<file path="src/rtl/btn_debounce_edge.sv">
// btn_debounce_edge: synchronizes and debounces a raw button input, producing a
// clean level plus rise/fall pulses and a once-per-press long-hold pulse.
module btn_debounce_edge #(
    parameter int SYNC_STAGES   = 2,
    parameter int STABLE_CYCLES = 50000,
    parameter int HOLD_CYCLES   = 500000
) (
    input  logic clk,
    input  logic rst,
    input  logic btn_in,
    output logic btn_level,
    output logic rise_pulse,
    output logic fall_pulse,
    output logic hold_pulse
);
    localparam int CW = $clog2(STABLE_CYCLES + 1);
    localparam int HW = $clog2(HOLD_CYCLES + 1);
    localparam logic [CW-1:0] S_LAST = CW'(STABLE_CYCLES - 1);
    localparam logic [HW-1:0] H_MAX  = HW'(HOLD_CYCLES);
    localparam logic [HW-1:0] H_LAST = HW'(HOLD_CYCLES - 1);
    typedef enum logic [1:0] {LOW, TO_HIGH, HIGH, TO_LOW} state_t;
    state_t state, state_n;
    logic [SYNC_STAGES-1:0] sync;
    logic [CW-1:0] cnt, cnt_n;
    logic [HW-1:0] hold_cnt;
    logic level_n, rise_n, fall_n, s;
    assign s = sync[SYNC_STAGES-1];
    always_ff @(posedge clk or posedge rst) begin
        if (rst) begin
            sync       <= '0;
            state      <= LOW;
            cnt        <= '0;
            btn_level  <= 1'b0;
            rise_pulse <= 1'b0;
            fall_pulse <= 1'b0;
        end else begin
            sync       <= {sync[SYNC_STAGES-2:0], btn_in};
            state      <= state_n;
            cnt        <= cnt_n;
            btn_level  <= level_n;
            rise_pulse <= rise_n;
            fall_pulse <= fall_n;
        end
    end
    // A single-cycle debounce window skips the transitional states entirely.
    always_comb begin
        state_n = state;
        cnt_n   = cnt;
        level_n = btn_level;
        rise_n  = 1'b0;
        fall_n  = 1'b0;
        case (state)
            LOW: if (s) begin
                if (STABLE_CYCLES == 1) begin
                    state_n = HIGH;
                    level_n = 1'b1;
                    rise_n  = 1'b1;
                end else begin
                    state_n = TO_HIGH;
                    cnt_n   = CW'(1);
                end
            end
            TO_HIGH: if (!s) begin
                state_n = LOW;
                cnt_n   = '0;
            end else if (cnt == S_LAST) begin
                state_n = HIGH;
                level_n = 1'b1;
                rise_n  = 1'b1;
                cnt_n   = '0;
            end else cnt_n = cnt + CW'(1);
            HIGH: if (!s) begin
                if (STABLE_CYCLES == 1) begin
                    state_n = LOW;
                    level_n = 1'b0;
                    fall_n  = 1'b1;
                end else begin
                    state_n = TO_LOW;
                    cnt_n   = CW'(1);
                end
            end
            TO_LOW: if (s) begin
                state_n = HIGH;
                cnt_n   = '0;
            end else if (cnt == S_LAST) begin
                state_n = LOW;
                level_n = 1'b0;
                fall_n  = 1'b1;
                cnt_n   = '0;
            end else cnt_n = cnt + CW'(1);
            default: state_n = LOW;
        endcase
    end
    // Hold count keeps running through TO_LOW bounces since btn_level is still high.
    always_ff @(posedge clk or posedge rst) begin
        if (rst) begin
            hold_cnt   <= '0;
            hold_pulse <= 1'b0;
        end else begin
            hold_cnt   <= !btn_level ? '0 : (hold_cnt == H_MAX ? hold_cnt : hold_cnt + HW'(1));
            hold_pulse <= btn_level && hold_cnt == H_LAST;
        end
    end
endmodule

</file>
<file path="config.mk">
export PLATFORM = sky130hd
export DESIGN_NAME = btn_debounce_edge
export DESIGN_NICKNAME = d
export VERILOG_FILES = /design/src/rtl/btn_debounce_edge.sv
export SDC_FILE = /design/constraint.sdc
export NUM_CORES = 1
export LEC_CHECK = 0
export BUFFER_PORTS_ARGS = -buffer_cell sky130_fd_sc_hd__buf_2
export CORE_MARGIN = 8
export CORE_UTILIZATION = 35
export CTS_CLUSTER_DIAMETER = 60
export DETAILED_ROUTE_END_ITERATION = 12
export PLACE_DENSITY_LB_ADDON = 0.08
export RECOVER_POWER = 50
export SLEW_MARGIN = 20
export SYNTH_ARGS = -nofsm -noshare
export SYNTH_HDL_FRONTEND = slang
export SYNTH_SLANG_ARGS = --single-unit
</file>
<file path="constraint.sdc">
create_clock -name clk -period 3.6 [get_ports clk]
set_clock_uncertainty 0.05 [all_clocks]
set_input_delay 0.18 -clock clk [delete_from_list [all_inputs] [get_ports clk]]
set_output_delay 0.18 -clock clk [all_outputs]
set_load 0.05 [all_outputs]
</file>
==> results.md <==
- The number of max-slew violations in the final report is 44.
- Among all flip-flop cells after synthesis, the most frequent one is sky130_fd_sc_hd__dfrtp_1.
- The global-route total usage across every layer is 11.1%.
- The worst slack at placement is 1380 ps.
- After detailed routing, the average wire length per cell comes to ~14 um.
- The die covers 0.00907 mm2.
- The top-level port count is 7.
- In the final timing run, aggregate negative setup slack is 0 ps.
- In this run the clock root is driven by a sky130_fd_sc_hd__clkbuf_8.
- The tool flagged a number of max-cap violations equal to 1.
- Clock-pin slew was measured on the worst setup and hold paths at ~90 ps.
- Compared with the post-synthesis result, the final layout area differs by 9.17%.
- The post-route netlist has 9.66% of its cells at a drive strength greater than 1.
- For this run, design rule violations remaining after detail routing come to 0.
- The effective utilization at floorplan is a little over a third.
- Setup violations remaining at the end of the flow were counted as 0.
- Cells fill 38.7% of the core in the end.
- The worst setup path is of the register to register kind.
- The congestion estimate from routability-driven global placement came to 0.778.
- At the later pin of the worst-skew pair, clock insertion delay measures 300 ps.
- Setup repair after global routing left no endpoint under its margin.
- The number of placed instances, taps included, is 306.
- The most frequent standard cell in the layout excluding fill and tap cells is sky130_fd_sc_hd__dfrtp_1.
- The termination of the worst setup path is cnt[3].
- In this run the critical register-to-register path is launched from cnt[11].
- For this run, the register share of the synthesized area comes to 49.0%.
- The register-to-register setup slack is 1360 ps.
- For this run, the number of standard cells in the final layout without fillers is 315.
- After global routing the overflow that remains totals 0.
- Entering global routing, the biggest net connects 44 pins.
- The number of global-route vias before repair is 1660.
- The length of the first detailed-routing pass in iterations is 4.
- In the layout the commonest cells are 43 x sky130_fd_sc_hd__dfrtp_1, 25 x sky130_fd_sc_hd__nor2_1, 25 x sky130_fd_sc_hd__nand2_1, 15 x sky130_fd_sc_hd__nand3_1, 15 x sky130_fd_sc_hd__a21oi_1.
- The power consumption is 1.05 mW.
- The number of antenna violations at the first check in global routing is 0.
- The area of all placed cells without fillers is 0.00240 mm2.
- The CTS tree is done.
- The biggest fanout along the worst timing path is 21.
- Summed over all layers, the routed wires come to 4510 um.
- Data arrives at the worst endpoint at between 2000 and 2500 ps.
- The number of cells on the worst reg-to-reg path is 5.
- The clock passes through at most 2 buffers.
- The number of nets with antenna violations after routing is 0.
- The final worst-path setup slack is around 1400 ps.
- Power spread over the standard cell area amounts to about 440 mW/mm2.
- Summing every instance area after synthesis gives between 0.002 and 0.0025 mm2.
- The H-tree depth is 2.
- After the last flow step, the layout net total stands at 243.
- The worst register-to-register path ends at cnt[3].
- The area inside the core boundary is 0.00620 mm2.
- The count of flip-flops with a built-in enable after synthesis is 0.
- The final hold slack is 315 ps.
- The diode insertion count for antenna repair is 0.
- The HPWL after detailed placement is 3000 um.
- In this run the vertical extent of the chip is 95.2 um.
- After technology mapping, the gate count stands at approximately 230.
- The final cycle utilization of the critical path is roughly 62%.
- The first global-routing pass estimated 8000 um of wire.
- The path class of the tightest hold or removal check is register to register.
- The startpoint class of the critical path is a register.
- The number of gates resized after CTS was 0.
- For the finished layout, the period the worst path requires is 2240 ps.
- The standard cell area after detailed placement is 0.00228 mm2.
- Counting the buffers created by CTS gives 5.
- The count of endpoints failing hold in the final timing report is 0.
- The count of buffers inserted at the top-level ports is 6.
- Synthesis produced a netlist with a net count of around 240.
- The worst voltage drop across the vdd grid is 0.287 mV.
- Derived from the worst setup path, the maximum achievable clock frequency is 0.446 GHz.
- Measured against its own limit, the worst slew margin works out to -11.6%.
- At the pin with the least slew margin, the transition time is roughly 1700 ps.
- The critical path starts at cnt[11].
- The detailed router placed 1656 vias in this run.
- For this block, the initial DRC count from the detailed router was 90.
- The final reports fail on capacitance limit, slew limit.
- The number of instances on the worst hold path is 0.
- Dividing the detail-routed via count by the number of cells gives 5.26.
- The clock sink total is 43.
- Data on the critical path is required at its endpoint by between 3000 and 4000 ps.
- In this run the core area contains 29 standard-cell rows.
- The distinct cell type count of the synthesized netlist is 43.
- Of all flip-flops after synthesis, the portion carrying an async set or reset was 100%.
- The leakage power of the design is 0.959 nW.
- The run finished, with violations left.
- The nature of the critical path endpoint is a register.
- The number of warning messages in the yosys log is 0.
- Synthesis inferred 43 register bits.
- The width of the chip is roughly 95 um.
- In this run the mean area of a mapped cell was 9.59 um2.
worst min-delay path by stage:
stage,from,endpoint
2_1_floorplan,btn_in,sync[0]
3_3_place_gp,btn_in,sync[0]
3_5_place_dp,btn_in,sync[0]
4_1_cts,rst,cnt[4]
5_1_grt,sync[0],sync[1]
6_report,sync[0],sync[1]
state kept, by name (all words and copies together), names as in the netlist, named ones only:
signal and count:
btn_level 1, hold_cnt 19, sync 2, cnt 16, hold_pulse 1, state 1
rise_pulse 1, fall_pulse 1
worst max-delay path, cell delays in order, from the launching register on:
cell,delay [ps]
sky130_fd_sc_hd__dfrtp_1,460
sky130_fd_sc_hd__or4b_4,580
sky130_fd_sc_hd__nor4_4,420
sky130_fd_sc_hd__nor2_2,240
sky130_fd_sc_hd__a21o_1,210
sky130_fd_sc_hd__a22o_1,170
where the power goes:
group	total, mW	switching (mW)	internal, mW
clock network	0.385	0.178	0.207
registers	0.529	0.0265	0.502
logic	0.135	0.0899	0.0449
logic make-up (layout without fill, tap and decap cells):
| family | count (synthesis) | in the layout | synth area share (%) |
|---|---|---|---|
| AOI/OAI and AO/OA | 40 | 40 | 10.7 |
| adders and majority gates | 3 | 3 | 1.71 |
| and+or+nand+nor | 108 | 108 | 26.7 |
| buffers and inverters | 15 | 24 | 3.70 |
| muxes | 4 | 4 | 1.88 |
| xor gates and xnor gates | 16 | 16 | 6.38 |
| DFF | 43 | 43 | 49.0 |
layout make-up:
cell class / instances / area [um2]
fillers: 619 / 3810
flip-flops and latches: 43 / 1080
multi-input cells: 171 / 1040
well taps: 77 / 96.3
clock buffers: 5 / 68.8
clock inverters: 3 / 43.8
repair buffers: 7 / 40.0
inverters: 9 / 33.8
cells in the mapped netlist, drive strengths merged (5+ instances only):
| cell | count | share of area [%] |
|---|---|---|
| nand3 | 15 | 3.4 |
| xnor2 | 6 | 2.4 |
| nor2 | 26 | 4.6 |
| nor3 | 5 | 1.1 |
| a21oi | 15 | 3.4 |
| o21ai | 9 | 2.0 |
| nor4 | 5 | 2.1 |
| inv | 9 | 1.5 |
| nand4 | 6 | 1.7 |
| nand2 | 25 | 4.3 |
| a31oi | 8 | 2.3 |
| xor2 | 10 | 4.0 |
| dfrtp | 43 | 49 |
per-layer routing:
metal  global-route usage [%]  wire, um  vias to the layer above
met5                        0         0                        -
met4                     4.29        63                        0
met3                     2.60       103                        6
met2                     18.3      2100                       13
met1                     13.8      2240                      803
li1                         -         -                      834
timing repair:
| action | in CTS | in global routing |
|---|---|---|
| hold buffers | 1 | 0 |
| hold endpoints to repair | 1 | 0 |
| setup buffers | 0 | 0 |
No activity file was read; power rests on OpenSTA's default activity.
